$ cat config.mk
export PLATFORM = sky130hd
export DESIGN_NAME = game_flow_ctrl
export DESIGN_NICKNAME = d
export VERILOG_FILES = /design/src/rtl/game_pkg.sv /design/src/rtl/game_flow_ctrl_flap_sync.sv /design/src/rtl/game_flow_ctrl.sv
export SDC_FILE = /design/constraint.sdc
export NUM_CORES = 1
export LEC_CHECK = 0
export BUFFER_PORTS_ARGS = -buffer_cell sky130_fd_sc_hd__buf_2
export CORE_UTILIZATION = 50
export CTS_CLUSTER_SIZE = 40
export DETAILED_ROUTE_END_ITERATION = 6
export PLACE_DENSITY_LB_ADDON = 0.25
export SLEW_MARGIN = 20
export SYNTH_ARGS = -nofsm -noshare
export SYNTH_HDL_FRONTEND = slang
export SYNTH_SLANG_ARGS = --single-unit
$ cat constraint.sdc
create_clock -name clk -period 2.3 [get_ports clk]
set_input_delay 0.46 -clock clk [delete_from_list [all_inputs] [get_ports clk]]
set_output_delay 0.46 -clock clk [all_outputs]
set_load 0.02 [all_outputs]
$ cat src/rtl/game_pkg.sv
// Shared types and constants for the flappy-bird game datapath.
package game_pkg;

  // Codes 0..2 are shared with the bird block's own state encoding.
  typedef enum logic [1:0] {
    NEW_GAME  = 2'd0,
    PLAY      = 2'd1,
    GAME_OVER = 2'd2,
    RESTART   = 2'd3
  } game_state_t;

  localparam int unsigned FLOOR_Y        = 32'd416;
  localparam int unsigned BIRD_Y_INITIAL = 32'd250;

endpackage

$ cat src/rtl/game_flow_ctrl_flap_sync.sv
// Flap button synchronizer followed by a rising-edge detector.
module flap_sync #(
  parameter int SYNC_STAGES = 2  // must be at least 2
) (
  input  logic clk,
  input  logic reset,
  input  logic i_btn,
  output logic o_edge
);

  logic [SYNC_STAGES-1:0] r_sync;
  logic                   r_prev;

  // Shift the raw button through the synchronizer and remember the last synced level.
  always_ff @(posedge clk or posedge reset) begin
    if (reset) begin
      r_sync <= '0;
      r_prev <= 1'b0;
    end else begin
      r_sync <= {r_sync[SYNC_STAGES-2:0], i_btn};
      r_prev <= r_sync[SYNC_STAGES-1];
    end
  end

  assign o_edge = r_sync[SYNC_STAGES-1] & ~r_prev;

endmodule

$ cat src/rtl/game_flow_ctrl.sv
// Game sequencer: NEW_GAME/PLAY/GAME_OVER flow, frame-aligned flap, score and high score.
module game_flow_ctrl
  import game_pkg::*;
#(
  parameter int HOLD_FRAMES = 120,
  parameter int SCORE_W     = 10,
  parameter int SYNC_STAGES = 2
) (
  input  logic               clk,
  input  logic               reset,
  input  logic               btn_flap,
  input  logic               frame_tick,
  input  logic               collision,
  input  logic               ground_hit,
  input  logic               pipe_passed,
  output logic               up,
  output logic               game_rst,
  output logic [1:0]         state,
  output logic               pipes_en,
  output logic [SCORE_W-1:0] score,
  output logic [SCORE_W-1:0] high_score,
  output logic               hold_done
);

  localparam int CNT_W = (HOLD_FRAMES < 1) ? 1 : $clog2(HOLD_FRAMES + 1);
  localparam logic [CNT_W-1:0]   HOLD_LOAD = CNT_W'(HOLD_FRAMES);
  localparam logic [CNT_W-1:0]   CNT_ONE   = CNT_W'(1);
  localparam logic [SCORE_W-1:0] SCORE_ONE = SCORE_W'(1);
  localparam logic [SCORE_W-1:0] SCORE_MAX = '1;

  game_state_t        r_state;
  game_state_t        w_next_state;
  logic               r_pipes_en;
  logic               r_flap_pending;
  logic [CNT_W-1:0]   r_hold_cnt;
  logic [SCORE_W-1:0] r_score;
  logic [SCORE_W-1:0] r_high_score;
  logic               w_flap_edge;
  logic               w_hit;
  logic               w_up;
  logic               w_game_rst;
  logic               w_hold_done;
  logic               w_enter_over;

  flap_sync #(.SYNC_STAGES(SYNC_STAGES)) u_flap_sync (
    .clk    (clk),
    .reset  (reset),
    .i_btn  (btn_flap),
    .o_edge (w_flap_edge)
  );

  assign w_hit        = collision | ground_hit;
  assign w_enter_over = (r_state == PLAY) & w_hit;

  // State register; pipe enable is registered alongside so it tracks PLAY exactly.
  always_ff @(posedge clk or posedge reset) begin
    if (reset) begin
      r_state    <= NEW_GAME;
      r_pipes_en <= 1'b0;
    end else begin
      r_state    <= w_next_state;
      r_pipes_en <= (w_next_state == PLAY);
    end
  end

  // Next-state logic.
  always_comb begin
    w_next_state = NEW_GAME;
    case (r_state)
      NEW_GAME:  if (w_up) w_next_state = PLAY;      else w_next_state = NEW_GAME;
      PLAY:      if (w_hit) w_next_state = GAME_OVER; else w_next_state = PLAY;
      GAME_OVER: if (w_hold_done && frame_tick && r_flap_pending) w_next_state = RESTART;
                 else w_next_state = GAME_OVER;
      RESTART:   w_next_state = NEW_GAME;
      default:   w_next_state = NEW_GAME;
    endcase
  end

  // Output decode from registered state, pending flag and hold counter.
  always_comb begin
    w_up        = frame_tick & r_flap_pending & (r_state != GAME_OVER);
    w_game_rst  = (r_state == RESTART);
    w_hold_done = (r_state == GAME_OVER) && (r_hold_cnt == '0);
  end

  // Flap pending: an edge wins over the frame clear so it survives into the next frame.
  always_ff @(posedge clk or posedge reset) begin
    if (reset) begin
      r_flap_pending <= 1'b0;
    end else if (w_enter_over) begin
      r_flap_pending <= 1'b0;
    end else if (w_flap_edge) begin
      r_flap_pending <= 1'b1;
    end else if (frame_tick) begin
      r_flap_pending <= 1'b0;
    end else begin
      r_flap_pending <= r_flap_pending;
    end
  end

  // Game-over hold counter, loaded on the hit and counted down per frame to zero.
  always_ff @(posedge clk or posedge reset) begin
    if (reset) begin
      r_hold_cnt <= '0;
    end else if (w_enter_over) begin
      r_hold_cnt <= HOLD_LOAD;
    end else if ((r_state == GAME_OVER) && frame_tick && (r_hold_cnt != '0)) begin
      r_hold_cnt <= r_hold_cnt - CNT_ONE;
    end else begin
      r_hold_cnt <= r_hold_cnt;
    end
  end

  // Score counter; a hit in the same cycle as a pipe pass suppresses the increment.
  always_ff @(posedge clk or posedge reset) begin
    if (reset) begin
      r_score <= '0;
    end else if (r_state == RESTART) begin
      r_score <= '0;
    end else if ((r_state == PLAY) && pipe_passed && !w_hit && (r_score != SCORE_MAX)) begin
      r_score <= r_score + SCORE_ONE;
    end else begin
      r_score <= r_score;
    end
  end

  // High score captured when a game ends; only a hard reset clears it.
  always_ff @(posedge clk or posedge reset) begin
    if (reset) begin
      r_high_score <= '0;
    end else if (w_enter_over && (r_score > r_high_score)) begin
      r_high_score <= r_score;
    end else begin
      r_high_score <= r_high_score;
    end
  end

  assign up         = w_up;
  assign game_rst   = w_game_rst;
  assign state      = r_state;
  assign pipes_en   = r_pipes_en;
  assign score      = r_score;
  assign high_score = r_high_score;
  assign hold_done  = w_hold_done;

endmodule

---- After elaboration in Yosys (flattened, before gate mapping) ----
Index checks and enable logic that the tools add are counted.
cells by class
  add/sub/neg operators ................... 2
  $mul .................................... 0
  divide/modulo/power cells ............... 0
  magnitude comparators ................... 1
  equality and inequality tests ........... 6
  shifts and indexed selects .............. 0
  mux-type cells .......................... 11
  bitwise gates (word level) .............. 6
  reduce and logical (&&, ||, !) cells .... 16
operators by type and width
  operator                                                             count
  10-bit 2-to-1 mux                                                    2
  7-bit 2-to-1 mux                                                     2
  10-bit by 1-bit adder with 10-bit output (second input constant)     1
  10-bit > comparator                                                  1
  10-bit inequality test (second input constant)                       1
  1-bit logical AND                                                    9
  2-bit case mux with 4 select lines                                   1
  7-bit logical NOT                                                    1
  7-bit nonzero test                                                   1
  7-bit by 1-bit subtractor with 7-bit output (second input constant)  1
  1-bit 2-to-1 mux                                                     5
  1-bit AND                                                            4
  2-bit by 1-bit == test with 1-bit output (second input constant)     2
  2-bit == test (second input constant)                                2
  2-bit nonzero test                                                   2
  3-bit nonzero test                                                   1
  2-bit logical NOT                                                    1
  2-bit 2-to-1 mux                                                     1
  2-bit inequality test (second input constant)                        1
  1-bit logical NOT                                                    1
  1-bit NOT                                                            1
  1-bit OR                                                             1
word-level totals
  register bits ........................... 34
  latch bits .............................. 0
  bits in writable memories ............... 0
  ROM bits ................................ 0
  output and inout bits ................... 26
  word-level logic and storage cells ...... 50
  memories ................................ 0

---- Logic depth before layout (Yosys ltp) ----
Gate-level depths: netlist of run 1.
  depth in word-level cells ............... 7
  gate-level depth with buffers ........... 7

---- Cells and area by module ----
From an unflattened synthesis of run 1, not the netlist that was laid out.
unflattened totals
  cells, all modules ...................... 223
  area, all modules ....................... 2054.5 sq um
by module, submodules not included
  module          times used  cells each  area an instance (sq um)  sequential area each (sq um)
  game_flow_ctrl  1           218         1961.9                    775.7
  flap_sync       1           5           92.6                      75.1

---- Least setup slack after synthesis of run 1 ----
No wires, ideal clock.
  path kind ............................... register to output
  from .................................... reg r_hold_cnt[2]
  to ...................................... out hold_done
  arrival ................................. 1.562 ns
  data required time ...................... 1.840 ns
  slack ................................... 0.278 ns
  cell stages (with the launch flop) ...... 4
  path buffers ............................ 1
  path through ............................ dfrtp_1 > or4_1 > buf_2 > nor3_1
between the ends
  word-level cells in the longest chain between the ends .. 2
ends and longest elaborated chain
  element                 line                   RTL
  start, declared         game_flow_ctrl.sv:35   logic [CNT_W-1:0] r_hold_cnt;
  start signal, assigned  game_flow_ctrl.sv:108  r_hold_cnt <= r_hold_cnt - CNT_ONE;
  start signal, assigned  game_flow_ctrl.sv:110  r_hold_cnt <= r_hold_cnt;
  7-bit logical NOT       game_flow_ctrl.sv:83   w_hold_done = (r_state == GAME_OVER) && (r_hold_cnt == '0);
  1-bit logical AND       game_flow_ctrl.sv:83
  end, declared           game_flow_ctrl.sv:22   output logic hold_done
No other way between the ends.

---- Worst setup path after layout of run 1 ----
Same ends and word-level chain as after synthesis.

==> run_results.csv, run 1 <==
group,metric,value,unit
pwr,p_leak,1.23,nW
cts,cts.reportedPaths.clkPinSlew,0.07,ns
grt,track_usage,0.255,
critical_path,crit_chain,"or4_1 > nor3_1 > buf_2",
cts,clock_network_latency_to_the_later_pin_of_the_worst_skew_pair,0.28,ns
final_layout,number_of_diodes,0,
logic_synthesis,synth_xor_xnor_area_share,0.0128,
sta,finalWorstPathRequiredPeriod,2.14,ns
critical_path,timing.rr.end,"high_score[0]",
grt,grt_pass1_vias,1743,
final_layout,finalNetCount,287,
sta,max-slew-margin-rel,0.702,
outcome,result_of_the_run,"complete, no violations",
critical_path,cp_slowest_stage_delay,0.58,ns
cts,cts_post_setup_buffers_inserted,0,
cts,cts_root_buf,"sky130_fd_sc_hd__clkbuf_8",
cts,cts-resized-gates,0,
logic_synthesis,syn_avg_cell_area,9.34,sq um
critical_path,required,1.84,ns
floorplan,ioPinCount,33,
routing,route.final.wire_length,4900,um
logic_synthesis,synth_fa_ha_area_frac,0.0795,
pwr,vdd_ir_drop_max,0.657,mV
cts,cts.htree.levels,2,
sta,timing_max_transition_violations_final,0,
critical_path,setup.reg_to_reg.worst_slack,0.22,ns
critical_path,start_kind,"flip-flop",
logic_synthesis,cells_taking_the_most_area_after_synthesis,"sky130_fd_sc_hd__dfrtp_1, sky130_fd_sc_hd__ha_1, sky130_fd_sc_hd__nand2_1",
critical_path,crit_family,"simple AND/OR/NAND/NOR gates",
logic_synthesis,number_of_enable_type_register_cells_in_the_synthesized_netlist,0,
logic_synthesis,synth_area_leader_cell,"sky130_fd_sc_hd__dfrtp_1",
logic_synthesis,ys_dominant_reg_cell,"sky130_fd_sc_hd__dfrtp_1",
critical_path,path_buf_inv,1,
critical_path,reg2regPathDepth,5,
routing,drt.antenna.violating_nets,0,
grt,wire_length_of_the_first_global_routing_pass,8340,um
logic_synthesis,async_reset_ff_frac,1.00,
routing,post_drt_via_cell_ratio,5.76,
logic_synthesis,synth.yosys.seq_area_share,0.416,
sta,maxClockFrequency,0.468,GHz
grt,antenna_violations_before_repair,0,
sta,final-hold-violation-count,0,
floorplan,initial_core_util,0.539,
critical_path,worst-endpoint-arrival,1.68,ns
sta,totalNegativeSetupSlack,0,ns
sta,hold_ws,0.254,ns
cts,cts_tree,"built",
placement,buffer_ports.inserted,32,
critical_path,path_max_fanout,4,
critical_path,path_depth,3,
floorplan,chipHeight,66.0,um
floorplan,dieArea,4350,sq um
logic_synthesis,synth_nets,239,
final_layout,layout-drive-gt1-share,0.254,
sta,clock-skew-final,0.00562,ns
floorplan,placementRows,22,
logic_synthesis,synthesized_area_fraction_occupied_by_ao_oa_aoi_and_oai_cells,0.192,
logic_synthesis,combinational_family_with_the_most_area_after_synthesis,"simple AND/OR/NAND/NOR gates",
logic_synthesis,synth_largest_type_area_fraction,0.416,
routing,drt_iter0_drcs,194,
critical_path,rr_startpoint,"score[3]",
floorplan,die-width,66.0,um
routing,detail_route.wl_per_cell,15.5,um
logic_synthesis,count_of_yosys_warnings_during_synthesis,0,
logic_synthesis,post_synth_instance_area,2050,sq um
routing,remaining_drc_errors,0,
logic_synthesis,synth_simple_gate_area_share,0.224,
critical_path,worst_setup_path_end_kind,"primary output",
cts,holdBufCountCts,0,
routing,drt_pre_antenna_iters,4,
pwr,pwr_density_cell,697,nW/um^2
final_layout,mostFrequentLayoutCells,"sky130_fd_sc_hd__dfrtp_1, sky130_fd_sc_hd__buf_2, sky130_fd_sc_hd__nand2_1",
final_layout,mostFrequentLayoutCell,"sky130_fd_sc_hd__dfrtp_1",
sta,timing.final.crit_share,0.930,
placement,place_hpwl,3580,um
floorplan,core_area,3800,sq um
flow_run,max_cap_viol_count,0,
routing,num_vias,1820,
cts,numClockSinks,34,
cts,cts_buffers,5,
cts,clockBufferDepth,2,
logic_synthesis,synth_mux_area_frac,0.0245,
grt,grt_remaining_overflow,0,
critical_path,worstSetupPathType,"flip-flop to primary output",
worst_hold_path,hold_wc_path_type,"input port to asynchronous set/reset pin",
critical_path,crit_path_top_delay_cell,"sky130_fd_sc_hd__or4_1",
placement,gp_routability_congestion,0.821,
logic_synthesis,synth.lib_cells_used.distinct,45,
sta,grt_setup_unrepaired,"false",
logic_synthesis,postSynthCellCount,219,
grt,grt_start_max_net_pins,35,
sta,worst_slew_pin_slew,0.447,ns
final_layout,area_growth_syn_to_layout,20.0,%
sta,finalSetupViolCount,0,
logic_synthesis,ys_ff_latch,34,
==> metal layers <==
layer / GRT usage / share of wire / vias up / routed length (um)
met3: 0.0414 / 0.042 / 4 / 206
met1: 0.365 / 0.49 / 878 / 2400
li1: - / - / 888 / -
met4: 0.0718 / 0.0069 / 0 / 34
met5: 0 / 0 / - / 0
met2: 0.395 / 0.46 / 50 / 2260
==> final cells by class <==
type	instances	area (sq um)
Inverter	18	67.6
Tap cell	48	60.1
Clock buffer	7	86.3
Sequential cell	34	851
Multi-Input combinational cell	158	1090
Timing Repair Buffer	50	295
Fill cell	343	1340
Clock inverter	1	5.00
==> cells by family (layout without fill, tap and decap cells) <==
group,after synthesis,after routing
AO/OA/AOI/OAI,51,51
XOR/XNOR,3,3
adder cells (fa/ha/maj),13,13
buffers and inverters,27,76
flip-flops,34,34
multiplexers,5,5
AND/OR/NAND/NOR,86,86
==> Yosys cell counts (all sizes together) (4+ instances only) <==
library cell and n:
dfrtp 34, nand2 29, nor2 18, inv 17, ha 13, o211ai 11
a21oi 10, o2111ai 10, nor3 8, clkbuf 6, mux2i 5, and3 4
nand2b 4
==> where the power goes <==
| part | leakage (nW) | switching [mW] | internal (mW) | total, mW |
|---|---|---|---|---|
| sequential | 0.389 | 0.0924 | 0.689 | 0.782 |
| clock | 0.0482 | 0.221 | 0.242 | 0.463 |
| combinational | 0.798 | 0.270 | 0.196 | 0.466 |
| total | 1.23 | 0.583 | 1.13 | 1.71 |
==> worst min-delay path, delay by kind of cell <==
family,cells,cell delay [ns]
buffers and inverters,3,0.51
==> flip-flops by register name, summed over array words and instances (netlist names) <==
signal	cells
high_score	10
score	10
r_hold_cnt	7
state	2
u_flap_sync.r_sync	2
pipes_en	1
r_flap_pending	1
u_flap_sync.r_prev	1
==> worst max path at each step <==
| stage | start | to |
|---|---|---|
| 6_report | r_hold_cnt[2] | hold_done |
| 2_1_floorplan | r_hold_cnt[2] | hold_done |
| 4_1_cts | r_hold_cnt[2] | hold_done |
| 3_5_place_dp | high_score[9] | high_score[0] |
| 5_1_grt | high_score[5] | high_score[0] |
| 3_3_place_gp | high_score[7] | high_score[4] |
==> per-stage QoR <==
| step | cells | utilization | area [sq um] | setup WS [ns] | total power [mW] |
|---|---|---|---|---|---|
| 3_5_place_dp | 308 | 0.622 | 2360 | 0.230 | 1.26 |
| 2_1_floorplan | 219 | - | 2050 | 0.278 | 1.10 |
| 6_report | 316 | 0.646 | 2450 | 0.162 | 1.71 |
| 5_1_grt | 316 | 0.646 | 2450 | 0.0743 | 1.81 |
| 3_3_place_gp | 308 | 0.622 | 2360 | 0.359 | 1.24 |
| 4_1_cts | 316 | 0.646 | 2450 | 0.158 | 1.72 |
Power figures use the tool's default switching activity.
==> run 2, diff against run 1 <==
--- a/config.mk
+++ b/config.mk
@@ -5,6 +5,7 @@
 export SDC_FILE = /design/constraint.sdc
 export NUM_CORES = 1
 export LEC_CHECK = 0
+export ABC_AREA = 1
 export BUFFER_PORTS_ARGS = -buffer_cell sky130_fd_sc_hd__buf_2
 export CORE_UTILIZATION = 50
 export CTS_CLUSTER_SIZE = 40
==> run_results.csv, run 2 <==
group,metric,value,unit
routing,drt_pre_antenna_iters,6,
worst_hold_path,hold_wc_path_type,"input port to asynchronous set/reset pin",
logic_synthesis,synth_area_leader_cell,"sky130_fd_sc_hd__dfrtp_1",
sta,timing_max_transition_violations_final,0,
grt,grt_pass1_vias,1539,
pwr,vdd_ir_drop_max,0.384,mV
logic_synthesis,synth.yosys.seq_area_share,0.411,
outcome,result_of_the_run,"complete, no violations",
logic_synthesis,synth_largest_type_area_fraction,0.411,
cts,cts_post_setup_buffers_inserted,0,
sta,timing.final.crit_share,0.851,
critical_path,start_kind,"flip-flop",
logic_synthesis,ys_ff_latch,34,
floorplan,chipHeight,66.3,um
cts,cts.htree.levels,2,
routing,drt.antenna.violating_nets,0,
placement,buffer_ports.inserted,32,
routing,drt_iter0_drcs,115,
grt,wire_length_of_the_first_global_routing_pass,6900,um
sta,totalNegativeSetupSlack,0,ns
sta,finalSetupViolCount,0,
logic_synthesis,post_synth_instance_area,2070,sq um
sta,final-hold-violation-count,0,
logic_synthesis,postSynthCellCount,271,
final_layout,mostFrequentLayoutCell,"sky130_fd_sc_hd__nand2_1",
placement,gp_routability_congestion,0.798,
floorplan,ioPinCount,33,
logic_synthesis,syn_avg_cell_area,7.63,sq um
routing,route.final.wire_length,4110,um
cts,clock_network_latency_to_the_later_pin_of_the_worst_skew_pair,0.29,ns
final_layout,fin_util,0.602,
critical_path,worst_setup_path_end_kind,"flip-flop",
placement,detailedPlace.worstSlack,0.373,ns
sta,worst_slew_pin_slew,0.440,ns
cts,cts.reportedPaths.clkPinSlew,0.07,ns
logic_synthesis,ys_dominant_reg_cell,"sky130_fd_sc_hd__dfrtp_1",
logic_synthesis,number_of_enable_type_register_cells_in_the_synthesized_netlist,0,
grt,track_usage,0.208,
critical_path,path_max_fanout,11,
cts,cts_root_buf,"sky130_fd_sc_hd__clkbuf_8",
final_layout,multi_input_comb_area,1020,sq um
cts,holdBufCountCts,0,
grt,antenna_violations_before_repair,0,
pwr,pwr_density_cell,1110,nW/um^2
final_layout,area_growth_syn_to_layout,15.7,%
sta,maxClockFrequency,0.511,GHz
cts,cts_tree,"built",
final_layout,layout-drive-gt1-share,0.208,
grt,grt_remaining_overflow,0,
logic_synthesis,async_reset_ff_frac,1.00,
critical_path,worst-endpoint-arrival,2.13,ns
grt,grt_start_max_net_pins,35,
critical_path,required,2.47,ns
logic_synthesis,cells_taking_the_most_area_after_synthesis,"sky130_fd_sc_hd__dfrtp_1, sky130_fd_sc_hd__nand2_1, sky130_fd_sc_hd__nand3_1",
logic_synthesis,synth.cells.most_frequent,"sky130_fd_sc_hd__nand2_1, sky130_fd_sc_hd__inv_1, sky130_fd_sc_hd__nand3_1",
cts,clockBufferDepth,2,
placement,place_hpwl,3110,um
routing,post_drt_via_cell_ratio,5.01,
logic_synthesis,synth.lib_cells_used.distinct,26,
floorplan,initial_core_util,0.521,
final_layout,register_area,851,sq um
routing,num_vias,1815,
final_layout,filler_cell_count,363,
critical_path,worstSetupPathType,"flip-flop to flip-flop",
floorplan,dieArea,4400,sq um
sta,post-route-worst-setup-slack,0.343,ns
cts,numClockSinks,34,
sta,max-slew-margin-rel,0.706,
sta,clock-skew-final,0.00516,ns
sta,finalWorstPathRequiredPeriod,1.96,ns
pwr,p_leak,1.38,nW
logic_synthesis,synth_nets,291,
routing,remaining_drc_errors,0,
routing,detail_route.wl_per_cell,11.3,um
floorplan,die-width,66.3,um
floorplan,placementRows,23,
logic_synthesis,count_of_yosys_warnings_during_synthesis,0,
final_layout,mostFrequentLayoutCells,"sky130_fd_sc_hd__nand2_1, sky130_fd_sc_hd__inv_1, sky130_fd_sc_hd__nand3_1",
floorplan,core_area,3970,sq um
final_layout,finalNetCount,331,
final_layout,number_of_diodes,0,
sta,grt_setup_unrepaired,"false",
cts,cts_buffers,5,
flow_run,max_cap_viol_count,0,
cts,cts-resized-gates,0,
logic_synthesis,synthMostInstantiatedCell,"sky130_fd_sc_hd__nand2_1",
==> run 2: cell type report <==
class,count,share of cell area
inverters,45,0.0727
multi-input cells,189,0.428
repair buffers,36,0.0795
flip-flops and latches,34,0.356
well taps,50,0.0262
clock inverters,1,0.00209
clock buffers,7,0.0361
==> run 2: path summary, 6_finish.rpt <==
check	startpoint	endpoint	slack (ns)	cells after the start
worst min-delay path	reset	r_hold_cnt[1]	0.25	3
worst min register to register	u_flap_sync.r_sync[0]	u_flap_sync.r_sync[1]	0.35	0
max in group asynchronous	reset	score[7]	1.73	3
worst max-delay path	score[9]	high_score[4]	0.34	8
worst max register to register	score[9]	high_score[4]	0.34	8
min in group clk	btn_flap	u_flap_sync.r_sync[0]	0.28	1
==> run 2: power by group <==
part / total, mW / internal (mW) / switching (mW) / leakage (nW)
clock: 0.457 / 0.241 / 0.215 / 0.0482
sequential: 0.920 / 0.759 / 0.161 / 0.444
combinational: 1.28 / 0.450 / 0.827 / 0.890
==> run 2: cell families after synthesis <==
logic type | after synthesis | synth area share
AOI/OAI and AO/OA | 19 | 0.0490
xor gates and xnor gates | 3 | 0.0127
adders and majority gates | 13 | 0.0786
buffers and inverters | 48 | 0.0938
DFF | 34 | 0.411
and+or+nand+nor | 154 | 0.355
==> run 2: worst max-delay path: stages (launching register included) <==
cell and delay [ns]:
sky130_fd_sc_hd__dfrtp_1 0.46, sky130_fd_sc_hd__ha_1 0.33, sky130_fd_sc_hd__nand2_1 0.07, sky130_fd_sc_hd__nor2_1 0.17, sky130_fd_sc_hd__nand3_1 0.09, sky130_fd_sc_hd__nand3_1 0.33
sky130_fd_sc_hd__nand2_2 0.23, sky130_fd_sc_hd__nand2_1 0.11, sky130_fd_sc_hd__nand2_1 0.06
==> run 2: routing by layer <==
metal | track usage | wire [um] | up-vias
met2 | 0.313 | 1890 | 37
met4 | 0.0798 | 46 | 0
li1 | - | - | 926
met5 | 0 | 0 | -
met3 | 0.0414 | 177 | 6
met1 | 0.294 | 1990 | 846
==> run 2: stage by stage <==
stage / std cells / area, sq um / total power, mW / hold slack (ns)
after global placement: 354 / 2300 / 2.18 / 0.338
after detailed placement: 354 / 2300 / 2.20 / 0.340
after CTS: 362 / 2390 / 2.67 / 0.268
after global routing: 362 / 2390 / 2.89 / 0.262
after floorplan: 271 / 2070 / 1.89 / 0.331
final: 362 / 2390 / 2.65 / 0.251
==> run 3, diff against run 2 <==
--- a/config.mk
+++ b/config.mk
@@ -10,8 +10,7 @@
 export CORE_UTILIZATION = 50
 export CTS_CLUSTER_SIZE = 40
 export DETAILED_ROUTE_END_ITERATION = 6
-export PLACE_DENSITY_LB_ADDON = 0.25
-export SLEW_MARGIN = 20
+export PLACE_DENSITY = 0.72
 export SYNTH_ARGS = -nofsm -noshare
 export SYNTH_HDL_FRONTEND = slang
 export SYNTH_SLANG_ARGS = --single-unit
==> run_results.csv, run 3 (synthesis gave the netlist of run 2 again) <==
group,metric,value,unit
outcome,result_of_the_run,"complete, no violations",
critical_path,worstSetupPathType,"flip-flop to primary output",
routing,drt.antenna.violating_nets,0,
sta,finalSetupViolCount,0,
placement,gp_routability_congestion,0.799,
flow_run,max_cap_viol_count,0,
final_layout,multi_input_comb_area,1020,sq um
floorplan,ioPinCount,33,
sta,max-slew-margin-rel,0.713,
pwr,p_leak,1.40,nW
final_layout,number_of_diodes,0,
final_layout,fin_util,0.611,
routing,detail_route.wl_per_cell,11.5,um
critical_path,reg2regPathDepth,9,
grt,track_usage,0.218,
floorplan,initial_core_util,0.521,
cts,cts_tree,"built",
floorplan,dieArea,4400,sq um
placement,buffer_ports.inserted,32,
final_layout,area_growth_syn_to_layout,17.2,%
routing,drt_iter0_drcs,172,
worst_hold_path,hold_wc_path_type,"input port to asynchronous set/reset pin",
critical_path,crit_family,"flip-flops",
cts,holdBufCountCts,0,
sta,maxClockFrequency,0.518,GHz
floorplan,placementRows,23,
grt,grt_remaining_overflow,0,
sta,finalWorstPathRequiredPeriod,1.93,ns
floorplan,core_area,3970,sq um
critical_path,path_buf_inv,2,
grt,wire_length_of_the_first_global_routing_pass,7020,um
cts,clock_network_latency_to_the_later_pin_of_the_worst_skew_pair,0.29,ns
critical_path,crit_chain,"inv_1 > ha_1 > nand3_1 > nor2_1 > buf_2",
critical_path,cp_slowest_stage_delay,0.38,ns
pwr,vdd_ir_drop_max,0.619,mV
final_layout,mostFrequentLayoutCell,"sky130_fd_sc_hd__nand2_1",
critical_path,path_max_fanout,7,
critical_path,start_kind,"flip-flop",
sta,post-route-worst-setup-slack,0.370,ns
cts,cts-resized-gates,0,
critical_path,timing.rr.end,"high_score[5]",
final_layout,finalNetCount,333,
routing,drt_pre_antenna_iters,4,
cts,clockBufferDepth,2,
final_layout,register_area,851,sq um
routing,num_vias,1788,
cts,cts_root_buf,"sky130_fd_sc_hd__clkbuf_8",
cts,numClockSinks,34,
routing,remaining_drc_errors,0,
sta,final-hold-violation-count,0,
sta,totalNegativeSetupSlack,0,ns
sta,clock-skew-final,0.00347,ns
critical_path,setup.reg_to_reg.worst_slack,0.50,ns
grt,grt_pass1_vias,1514,
sta,grt_setup_unrepaired,"false",
critical_path,crit_path_top_delay_cell,"sky130_fd_sc_hd__dfrtp_1",
cts,cts_buffers,5,
critical_path,worst_setup_path_end_kind,"primary output",
sta,timing.final.crit_share,0.839,
pwr,pwr_density_cell,1150,nW/um^2
grt,antenna_violations_before_repair,0,
sta,worst_slew_pin_slew,0.430,ns
placement,detailedPlace.worstSlack,0.507,ns
cts,cts.htree.levels,2,
final_layout,filler_cell_count,352,
final_layout,mostFrequentLayoutCells,"sky130_fd_sc_hd__nand2_1, sky130_fd_sc_hd__inv_1, sky130_fd_sc_hd__nand3_1",
routing,route.final.wire_length,4200,um
pwr,design_power_total,2.79,mW
cts,cts.reportedPaths.clkPinSlew,0.07,ns
floorplan,chipHeight,66.3,um
placement,place_hpwl,3180,um
cts,cts_post_setup_buffers_inserted,0,
critical_path,rr_startpoint,"score[9]",
critical_path,required,1.84,ns
routing,post_drt_via_cell_ratio,4.91,
floorplan,die-width,66.3,um
critical_path,worst-endpoint-arrival,1.47,ns
grt,grt_start_max_net_pins,35,
final_layout,layout-drive-gt1-share,0.217,
sta,timing_max_transition_violations_final,0,
[run 3: changes by cell type in the layout (fill, tap and decap cells not counted)]
cell,change
sky130_fd_sc_hd__buf_4,+2
sky130_fd_sc_hd__bufinv_16,+1
sky130_fd_sc_hd__clkbuf_1,-1
sky130_fd_sc_hd__clkbuf_8,-1
sky130_fd_sc_hd__clkinv_2,+1
[run 3: cell type report]
class / count / area share
Tap cell: 50 / 0.0258
Clock buffer: 5 / 0.0284
Inverter: 45 / 0.0717
Sequential cell: 34 / 0.351
Clock inverter: 3 / 0.0165
Timing Repair Buffer: 38 / 0.0846
Multi-Input combinational cell: 189 / 0.422
[run 3: stage by stage]
stage	cells	hold slack [ns]	area, sq um
floorplan	271	0.331	2070
global placement	356	0.334	2320
detailed placement	356	0.338	2320
CTS	364	0.265	2420
global route	364	0.265	2420
finish	364	0.252	2420
[run 3: per-layer routing]
| layer | wire [um] | track usage | up-vias | part of all wire |
|---|---|---|---|---|
| met2 | 1780 | 0.304 | 34 | 0.42 |
| met5 | 0 | 0 | - | 0 |
| met3 | 227 | 0.0534 | 7 | 0.054 |
| li1 | - | - | 934 | - |
| met4 | 62 | 0.0718 | 0 | 0.015 |
| met1 | 2130 | 0.327 | 813 | 0.51 |
[run 3: worst reg2reg max path, delay by kind of cell (launching register included)]
| family | cells | cell delay [ns] |
|---|---|---|
| simple gates | 7 | 0.66 |
| flops | 1 | 0.45 |
| fa+ha+maj | 1 | 0.34 |
| buf+inv | 1 | 0.25 |
[run 3: power breakdown]
| part | switching, mW | internal, mW | leakage (nW) |
|---|---|---|---|
| Clock | 0.225 | 0.319 | 0.0579 |
| Combinational | 0.841 | 0.481 | 0.901 |
| Sequential | 0.164 | 0.759 | 0.444 |
[run 3: worst max-delay path by stage]
stage / from / endpoint / slack (ns) / depth (start not counted)
floorplan: score[9] / high_score[2] / 0.70 / 8
global placement: score[9] / high_score[0] / 0.56 / 9
detailed placement: score[9] / high_score[5] / 0.51 / 9
CTS: r_hold_cnt[0] / hold_done / 0.36 / 5
global route: r_hold_cnt[3] / hold_done / 0.20 / 6
finish: r_hold_cnt[0] / hold_done / 0.37 / 5
